### config.mk
export PLATFORM = sky130hd
export DESIGN_NAME = multiplexer_seq_ctrl
export DESIGN_NICKNAME = d
export VERILOG_FILES = /design/src/rtl/mux_pkg.sv /design/src/rtl/mux_timer.sv /design/src/rtl/multiplexer_seq_ctrl.sv
export SDC_FILE = /design/constraint.sdc
export NUM_CORES = 1
export LEC_CHECK = 0
export ABC_AREA = 1
export CORE_UTILIZATION = 54
export CTS_CLUSTER_DIAMETER = 120
export DETAILED_ROUTE_END_ITERATION = 6
export GPL_TIMING_DRIVEN = 0
export PLACE_DENSITY = 0.9
export SYNTH_ARGS = -nofsm -noshare
export SYNTH_HDL_FRONTEND = slang
export SYNTH_SLANG_ARGS = --single-unit
### constraint.sdc
create_clock -name clk -period 2 [get_ports clk]
set_input_delay 0.3 -clock clk [delete_from_list [all_inputs] [get_ports clk]]
set_output_delay 0.3 -clock clk [all_outputs]
set_load 0.01 [all_outputs]
### src/rtl/mux_pkg.sv
// Shared state type and default sizing for the binary-tree valve multiplexer sequencer.
// MUX_HOLD_EN adds the HOLD state (path kept open between requests).
package mux_pkg;
    localparam int LEVELS_DEF        = 3;
    localparam int SETTLE_CYCLES_DEF = 16;
    localparam int DWELL_W_DEF       = 16;

    typedef enum logic [2:0] {
        IDLE,
        CLOSE,
        OPEN,
`ifdef MUX_HOLD_EN
        DWELL,
        HOLD
`else
        DWELL
`endif
    } mux_state_t;
endpackage

### src/rtl/mux_timer.sv
// Loadable saturating down-counter; tc is high while the count sits at zero.
module mux_timer #(
    parameter int CNT_W = 16
) (
    input  logic             clk,
    input  logic             rst_n,
    input  logic             load,
    input  logic [CNT_W-1:0] load_val,
    input  logic             en,
    output logic             tc
);
    logic [CNT_W-1:0] cnt;

    always_ff @(posedge clk or negedge rst_n) begin
        if (!rst_n) begin
            cnt <= '0;
        end else if (load) begin
            cnt <= load_val;
        end else if (en && (cnt != '0)) begin
            cnt <= cnt - CNT_W'(1);
        end
    end

    assign tc = (cnt == '0);
endmodule

### src/rtl/multiplexer_seq_ctrl.sv
// Break-before-make sequencer for a binary-tree pneumatic multiplexer.
// Optional MUX_HOLD_EN keeps the routed path open after the dwell.
module multiplexer_seq_ctrl
    import mux_pkg::*;
#(
    parameter int LEVELS        = LEVELS_DEF,
    parameter int SETTLE_CYCLES = SETTLE_CYCLES_DEF,
    parameter int DWELL_W       = DWELL_W_DEF
) (
    input  logic               clk,
    input  logic               rst_n,
    input  logic               req_valid,
    output logic               req_ready,
    input  logic [LEVELS-1:0]  req_chan,
    input  logic [DWELL_W-1:0] req_dwell,
    input  logic               abort,
    output logic [LEVELS-1:0]  c_0,
    output logic [LEVELS-1:0]  c_1,
    output logic               busy,
    output logic               done,
    output logic [LEVELS-1:0]  cur_chan,
    output logic               path_open
);
    localparam int SET_W = $clog2(SETTLE_CYCLES + 1);
    localparam int CNT_W = (DWELL_W > SET_W) ? DWELL_W : SET_W;
    localparam logic [CNT_W-1:0] SETTLE_LOAD = CNT_W'(SETTLE_CYCLES - 1);

    mux_state_t         state, state_nxt;
    logic [LEVELS-1:0]  chan_q;
    logic [DWELL_W-1:0] dwell_q;
    logic               init_q;
    logic               accept;
    logic               tmr_load;
    logic [CNT_W-1:0]   tmr_val;
    logic               tmr_tc;

    // Level L is driven by bit L-1 of the lines but selected by bit LEVELS-L of the channel.
    function automatic logic [LEVELS-1:0] path_c0(input logic [LEVELS-1:0] k);
        logic [LEVELS-1:0] r;
        for (int i = 0; i < LEVELS; i++) r[i] = k[LEVELS-1-i];
        return r;
    endfunction

    function automatic logic [CNT_W-1:0] dwell_load(input logic [DWELL_W-1:0] d);
        return (d == '0) ? '0 : (CNT_W'(d) - CNT_W'(1));
    endfunction

    mux_timer #(.CNT_W(CNT_W)) u_timer (
        .clk      (clk),
        .rst_n    (rst_n),
        .load     (tmr_load),
        .load_val (tmr_val),
        .en       (busy),
        .tc       (tmr_tc)
    );

    always_ff @(posedge clk or negedge rst_n) begin
        if (!rst_n) begin
            state  <= IDLE;
            chan_q <= '0;
            init_q <= 1'b0;
        end else begin
            state  <= state_nxt;
            init_q <= 1'b1;
            if (accept) chan_q <= req_chan;
        end
    end

    always_ff @(posedge clk) begin
        if (accept) dwell_q <= req_dwell;
    end

    always_comb begin
        state_nxt = state;
        tmr_load  = 1'b0;
        tmr_val   = SETTLE_LOAD;
        c_0       = '1;
        c_1       = '1;
        busy      = 1'b0;
        req_ready = 1'b0;
        done      = 1'b0;
        path_open = 1'b0;
        accept    = 1'b0;
        case (state)
            IDLE: begin
                // Ready drops under abort so a handshake never completes without being taken.
                req_ready = init_q && !abort;
                if (req_valid && req_ready) begin
                    accept    = 1'b1;
                    state_nxt = CLOSE;
                    tmr_load  = 1'b1;
                end
            end
            CLOSE: begin
                busy = 1'b1;
                if (tmr_tc) begin
                    state_nxt = OPEN;
                    tmr_load  = 1'b1;
                end
            end
            OPEN: begin
                busy = 1'b1;
                c_0  = path_c0(chan_q);
                c_1  = ~path_c0(chan_q);
                if (tmr_tc) begin
                    state_nxt = DWELL;
                    tmr_load  = 1'b1;
                    tmr_val   = dwell_load(dwell_q);
                end
            end
            DWELL: begin
                busy      = 1'b1;
                path_open = 1'b1;
                c_0       = path_c0(chan_q);
                c_1       = ~path_c0(chan_q);
                if (tmr_tc) begin
                    done = !abort;
`ifdef MUX_HOLD_EN
                    state_nxt = HOLD;
`else
                    state_nxt = IDLE;
`endif
                end
            end
`ifdef MUX_HOLD_EN
            HOLD: begin
                path_open = 1'b1;
                c_0       = path_c0(chan_q);
                c_1       = ~path_c0(chan_q);
                req_ready = !abort;
                if (req_valid && req_ready) begin
                    accept   = 1'b1;
                    tmr_load = 1'b1;
                    // Same channel is already routed: go straight back to dwelling.
                    if (req_chan == chan_q) begin
                        state_nxt = DWELL;
                        tmr_val   = dwell_load(req_dwell);
                    end else begin
                        state_nxt = CLOSE;
                    end
                end
            end
`endif
            default: state_nxt = IDLE;
        endcase
        if (abort) begin
            state_nxt = IDLE;
            tmr_load  = 1'b0;
        end
    end

    assign cur_chan = chan_q;
endmodule

==> flow_summary.json, run 1 <==
{
  "reg2reg_from": "u_timer.cnt[0]$_DFFE_PN0P_",
  "nNetsFinal": 405,
  "grt_pass1_vias": 2190,
  "reg2regPathDepth": 14,
  "synth_area_leader_cell": "dfrtp_1",
  "outcome": "finished, violations left",
  "antenna_cells": 0,
  "critPathLaunchType": "register",
  "path_class": "reg -> out",
  "clkLatencyLatePin_ps": 300,
  "cp.arrival_ps": 1720,
  "gp_congestion": 0.835,
  "cts_sinks": 38,
  "cts_made_buffers": 5,
  "antenna_found_initial": 0,
  "worst_pin_slew_ps": 1070,
  "drv_slew": 0,
  "htree_levels": 2,
  "drc_errors": 0,
  "period_share_pct": 101,
  "synthDistinctLibCells": 31,
  "fin_crit_ps": 2020,
  "core_area_sq_mm": 0.00447,
  "die_y_um": 71.0,
  "crit_path_max_fanout": 3,
  "syn_area_per_cell_sq_um": 7.94,
  "maxCapViolCount": 0,
  "startpoint": "u_timer.cnt[0]$_DFFE_PN0P_",
  "ant_nets": 0,
  "hp-class": "reg -> reg",
  "mostFrequentLayoutCells": "nand2_1, nor2_1, clkdlybuf4s50_1",
  "core.rowCount": 24,
  "power_leakage_uw": 0.00136,
  "regArea_sq_mm": 0.00103,
  "endpoint": "done",
  "vias": 2296,
  "setup_slack_ps": -18.6,
  "cts_hold_buffers": 0,
  "yosys_warnings": 0,
  "grt_util_all_layers_pct": 24.4,
  "grt_max_degree": 23,
  "synth_area_leaders": "dfrtp_1, edfxtp_1, nand2_1",
  "cts_buffer_depth": 2,
  "r2r_end": "u_timer.cnt[10]$_DFFE_PN0P_",
  "synth_nets": 354,
  "fill_cells": 339,
  "area_delta_synth_final_pct": 25.7,
  "start_util_pct": 57.5,
  "hold_viol": 0,
  "grt_pass1_wl_mm": 9.49,
  "dp_hpwl_mm": 4.27,
  "rsz0062_at_grt": "true",
  "first_pass_iters": 4,
  "p_per_area_mw_per_mm2": 1280,
  "violations": "negative setup slack",
  "cts_tree": "built",
  "root_buffer": "clkbuf_8",
  "worst-r2r-setup-slack_ps": 50,
  "ios": 36,
  "overflow": 0,
  "worst-endpoint-required_ps": 1700,
  "multi_input_area_sq_mm": 0.00144,
  "clk_pin_slew_ps": 80,
  "synth_seq_cells": 38,
  "detail_route.wl_per_cell_um": 13.9,
  "synth-seq-area-share_pct": 40.1,
  "synthCells": 324,
  "die_area_sq_mm": 0.00505,
  "drive_gt1_share_pct": 19.9,
  "cp-end-kind": "output pin",
  "layout_commonest_cell": "nand2_1",
  "vias_per_cell": 5.36,
  "vdd_drop_max_mv": 0.597,
  "synth_top_area_share_pct": 21.4,
  "wl_mm": 5.94,
  "drt_iter0_markers": 133,
  "finalSetupViolations": 1,
  "total_power_uw": 4140,
  "dieWidth_um": 71.0,
  "syn_area_sq_mm": 0.00257,
  "max_freq_ghz": 0.495,
  "port_buffers": 35,
  "max_slew_margin_pct": 28.7,
  "tns_ps": -18.6,
  "clock_skew_ps": 8.14
}
## area by class of cell
cell class,instances,share of cell area (%)
Buffer,2,1.08
Clock buffer,5,2.13
Clock inverter,3,1.97
Inverter,32,3.91
Multi-Input combinational cell,252,44.4
Sequential cell,38,31.9
Tap cell,52,2.01
Timing Repair Buffer,43,12.3
Timing Repair inverter,1,0.232
## what timing repair did
item | 4_1_cts | 5_1_grt
resized for setup | 19 | 15
pin swaps | 0 | 5
gates cloned | 0 | 1
setup endpoints to repair | 9 | 34
setup buffers | 1 | 7
## worst min path at each step
stage | cells after the start | startpoint | to | slack [ps]
after floorplan | 0 | rst_n | cur_chan[0]$_DFFE_PN0P_ | 4
after global placement | 2 | u_timer.cnt[14]$_DFFE_PN0P_ | u_timer.cnt[14]$_DFFE_PN0P_ | 490
after detailed placement | 2 | u_timer.cnt[1]$_DFFE_PN0P_ | u_timer.cnt[1]$_DFFE_PN0P_ | 500
after CTS | 2 | u_timer.cnt[1]$_DFFE_PN0P_ | u_timer.cnt[1]$_DFFE_PN0P_ | 520
after global routing | 1 | req_dwell[2] | dwell_q[2]$_DFFE_PP_ | 550
final | 2 | u_timer.cnt[14]$_DFFE_PN0P_ | u_timer.cnt[14]$_DFFE_PN0P_ | 530
## power breakdown
group / total (uW) / switching, uW / leakage (uW) / internal (uW)
sequential: 1260 / 235 / 0.000426 / 1030
clock: 774 / 281 / 0.0000658 / 494
combinational: 2100 / 1210 / 0.000868 / 884
## sequential cells by signal, summed over array words and instances, names as in the netlist
| name | cells |
|---|---|
| state | 2 |
| cur_chan | 3 |
| u_timer.cnt | 16 |
| init_q | 1 |
| dwell_q | 16 |
## stage by stage
step	setup slack [ps]	instance area, sq um	hold WS (ps)	instances	utilization, %
after floorplan	297	2570	4.41	324	-
final	-18.6	3230	533	428	72.3
after global placement	-219	2990	495	411	66.8
after CTS	-92.7	3130	524	420	69.9
after detailed placement	-228	2990	504	411	66.8
after global routing	-90.4	3230	549	428	72.3
## cells by family (layout without fill, tap and decap cells)
logic type | Yosys count | in the layout | synth area share (%)
xor+xnor | 18 | 18 | 6.13
simple gates | 194 | 194 | 35.8
compound gates | 32 | 32 | 8.56
buf+inv | 34 | 86 | 5.93
other cells | 1 | 1 | 0.146
flops | 38 | 38 | 40.1
fa+ha+maj | 7 | 7 | 3.40
## cell usage after synthesis
master and number:
a21oi_4 1, nand3_1 24, nor2_4 6, nor2_1 41, xor2_1 11, nand3_2 3
dfrtp_1 22, nand2_1 98, inv_1 28, o31ai_1 1, o21ai_0 13, nor3_1 3
buf_8 2, o21ai_1 2, o21ai_2 10, ha_1 7, inv_4 1, nand2_2 3
or2_0 1, nand2_8 1, o21bai_1 2, a31o_2 1, inv_2 3, xnor2_1 7
a21oi_1 2, nor2_8 1, nor2_2 6, conb_1 1, edfxtp_1 16, nand4_1 3
nand2_4 4
## worst max-delay path, cell delays in order (launching register included)
cell and delay (ps):
dfrtp_1 420, inv_2 110, ha_4 130, inv_2 40
nor2_4 110, nand2_2 70, nor2_4 150, nand2_4 70
nor3_2 150, buf_2 160
## per-layer routing
| metal | up-vias | track usage, % | share of wire, % |
|---|---|---|---|
| met3 | 14 | 4.13 | 3.7 |
| li1 | 1140 | - | - |
| met1 | 1084 | 27.9 | 42 |
| met2 | 58 | 45.0 | 52 |
| met5 | - | 0 | 0 |
| met4 | 0 | 10.2 | 2.0 |
Note: power is estimated with default switching activity, not from simulation.
==> run 2: changes to the inputs <==
--- a/config.mk
+++ b/config.mk
@@ -6,11 +6,13 @@
 export NUM_CORES = 1
 export LEC_CHECK = 0
 export ABC_AREA = 1
+export CAP_MARGIN = 20
 export CORE_UTILIZATION = 54
 export CTS_CLUSTER_DIAMETER = 120
 export DETAILED_ROUTE_END_ITERATION = 6
 export GPL_TIMING_DRIVEN = 0
 export PLACE_DENSITY = 0.9
+export SETUP_SLACK_MARGIN = 0.5
 export SYNTH_ARGS = -nofsm -noshare
 export SYNTH_HDL_FRONTEND = slang
 export SYNTH_SLANG_ARGS = --single-unit
==> run 2 against run 1 <==
  * The run still ends with negative setup slack left
  * Critical endpoint is now u_timer.cnt[12]$_DFFE_PN0P_
  * Die area did not move
  * Global-route usage rose by 5.6 points
  * Non-clock buffer count rose by 33
  * Largest power group unchanged
  * Design area rose by 20%
  * Sequential power rose by 6%
  * Worst setup slack got worse by 120 ps
  * Clock power fell by 28%
  * Clock skew rose by 6.8 ps
==> flow_summary.json, run 2 (synthesized netlist as in run 1, its figures left out) <==
{
  "vias_per_cell": 6.20,
  "fin_cells": 464,
  "cts_hold_buffers": 0,
  "met3_length_um": 801,
  "cp.arrival_ps": 2380,
  "top_layer": "met4",
  "clk_pin_slew_ps": 80,
  "overflow": 0,
  "cts_buffer_depth": 2,
  "drc_errors": 0,
  "grt_max_degree": 23,
  "fin_crit_ps": 2140,
  "path_class": "reg -> reg",
  "outcome": "finished, violations left",
  "p_per_area_mw_per_mm2": 1360,
  "root_buffer": "clkbuf_8",
  "clock_skew_ps": 14.9,
  "drt_iter0_markers": 381,
  "pre_cts_ws_ps": -135,
  "endpoint": "u_timer.cnt[12]$_DFFE_PN0P_",
  "placed_area_sq_mm": 0.00299,
  "startpoint": "u_timer.cnt[1]$_DFFE_PN0P_",
  "grt_pass1_wl_mm": 11.4,
  "vias": 2876,
  "dieWidth_um": 71.0,
  "core_area_sq_mm": 0.00447,
  "worst-endpoint-required_ps": 2250,
  "worst-r2r-setup-slack_ps": -140,
  "cp-end-kind": "register",
  "start_util_pct": 57.5,
  "r2r_end": "u_timer.cnt[12]$_DFFE_PN0P_",
  "die_area_sq_mm": 0.00505,
  "holdWs_ps": 321,
  "ant_nets": 0,
  "met2WireLength_mm": 4.61,
  "htree_levels": 2,
  "ios": 36,
  "gp_congestion": 0.871,
  "reg2regPathDepth": 15,
  "hold_viol": 0,
  "power_leakage_uw": 0.00163,
  "crit_path_max_fanout": 5,
  "antenna_found_initial": 0,
  "hp-class": "in -> async",
  "drive_gt1_share_pct": 42.5,
  "core.rowCount": 24,
  "critPathLaunchType": "register",
  "fill_cells": 211,
  "grt_util_all_layers_pct": 30.0,
  "period_share_pct": 107,
  "vdd_drop_max_mv": 0.869,
  "final_cell_area_sq_mm": 0.00387,
  "met1Wirelength_mm": 3.18,
  "max_freq_ghz": 0.468,
  "die_y_um": 71.0,
  "port_buffers": 35,
  "cts_tree": "built",
  "detail_route.wl_per_cell_um": 20.2,
  "nNetsFinal": 441,
  "antenna_cells": 0,
  "finalSetupViolations": 10,
  "drv_slew": 0,
  "cts_made_buffers": 5,
  "maxCapViolCount": 0,
  "place_inst": 411,
  "grt_pass1_vias": 2527,
  "total_power_uw": 5250,
  "setup_slack_ps": -136,
  "mostFrequentLayoutCells": "nand2_1, nor2_1, buf_4",
  "first_pass_iters": 6,
  "area_delta_synth_final_pct": 50.4,
  "rsz0062_at_grt": "true",
  "wl_mm": 9.38,
  "cts_sinks": 38,
  "dp_hpwl_mm": 4.17,
  "reg2reg_from": "u_timer.cnt[1]$_DFFE_PN0P_",
  "layout_commonest_cell": "nand2_1",
  "violations": "negative setup slack",
  "clkLatencyLatePin_ps": 300
}
run 2: cell types whose count changed in the layout (fill, tap and decap cells not counted), moves of 5 or more:
cell / before / now
nand2_1: 96 / 72
nand2_2: 4 / 24
buf_4: 8 / 26
buf_6: 0 / 16
o21ai_0: 12 / 0
nand3_1: 23 / 12
o21ai_2: 10 / 18
nand3_2: 4 / 10
nor2_1: 39 / 33
clkdlybuf4s50_1: 26 / 21
nand3_4: 0 / 5
run 2: stage by stage:
step,util [%],setup TNS [ps]
floorplan,-,0
global placement,66.9,-736
detailed placement,66.9,-2970
CTS,78.9,0
global route,86.5,-659
finish,86.5,-496
run 2: per-layer routing:
layer,track usage (%),vias to the layer above
met1,32.8,1339
met2,54.8,236
li1,-,1216
met5,0,-
met3,6.27,85
met4,15.1,0
run 2: cell type report:
| cell class | count | area, sq um | share of cell area (%) |
|---|---|---|---|
| buffer | 2 | 30.0 | 0.776 |
| clock buffer | 8 | 90.1 | 2.33 |
| inverter | 32 | 149 | 3.85 |
| multi-input combinational | 252 | 1750 | 45.1 |
| sequential | 38 | 1030 | 26.6 |
| tap | 52 | 65.1 | 1.68 |
| timing repair buffer | 76 | 727 | 18.8 |
| timing repair inverter | 4 | 33.8 | 0.873 |
run 2: repair_timing:
item	4_1_cts	5_1_grt
endpoints found under the setup margin	49	48
cloned	5	0
setup buffers	28	11
pin swaps	24	29
resized for setup	89	94
hold endpoints to repair	0	0
run 2: worst min path at each step:
stage	endpoint	startpoint	depth (start not counted)	slack (ps)
final	state[0]$_DFFE_PN0P_	rst_n	1	320
after global routing	state[0]$_DFFE_PN0P_	rst_n	1	360
after CTS	u_timer.cnt[14]$_DFFE_PN0P_	u_timer.cnt[14]$_DFFE_PN0P_	2	520
after detailed placement	u_timer.cnt[14]$_DFFE_PN0P_	u_timer.cnt[14]$_DFFE_PN0P_	2	500
after global placement	u_timer.cnt[14]$_DFFE_PN0P_	u_timer.cnt[14]$_DFFE_PN0P_	2	490
after floorplan	cur_chan[0]$_DFFE_PN0P_	rst_n	0	4
run 2: power by group:
part	internal, uW	switching (uW)
Clock	282	277
Sequential	1030	306
Combinational	1450	1910
run 2: critical path, cell delays in order, from the launching register on:
cell and delay (ps):
dfrtp_1 430, inv_2 110, ha_4 150, inv_4 40, nor2_4 130, buf_4 130
nand2_1 80, nor2_2 150, nand2_2 100, nor2_4 210, nand2_4 100, nor2_1 150
nand2_1 110, nand2_2 80, nand2_2 60, nand2_1 50
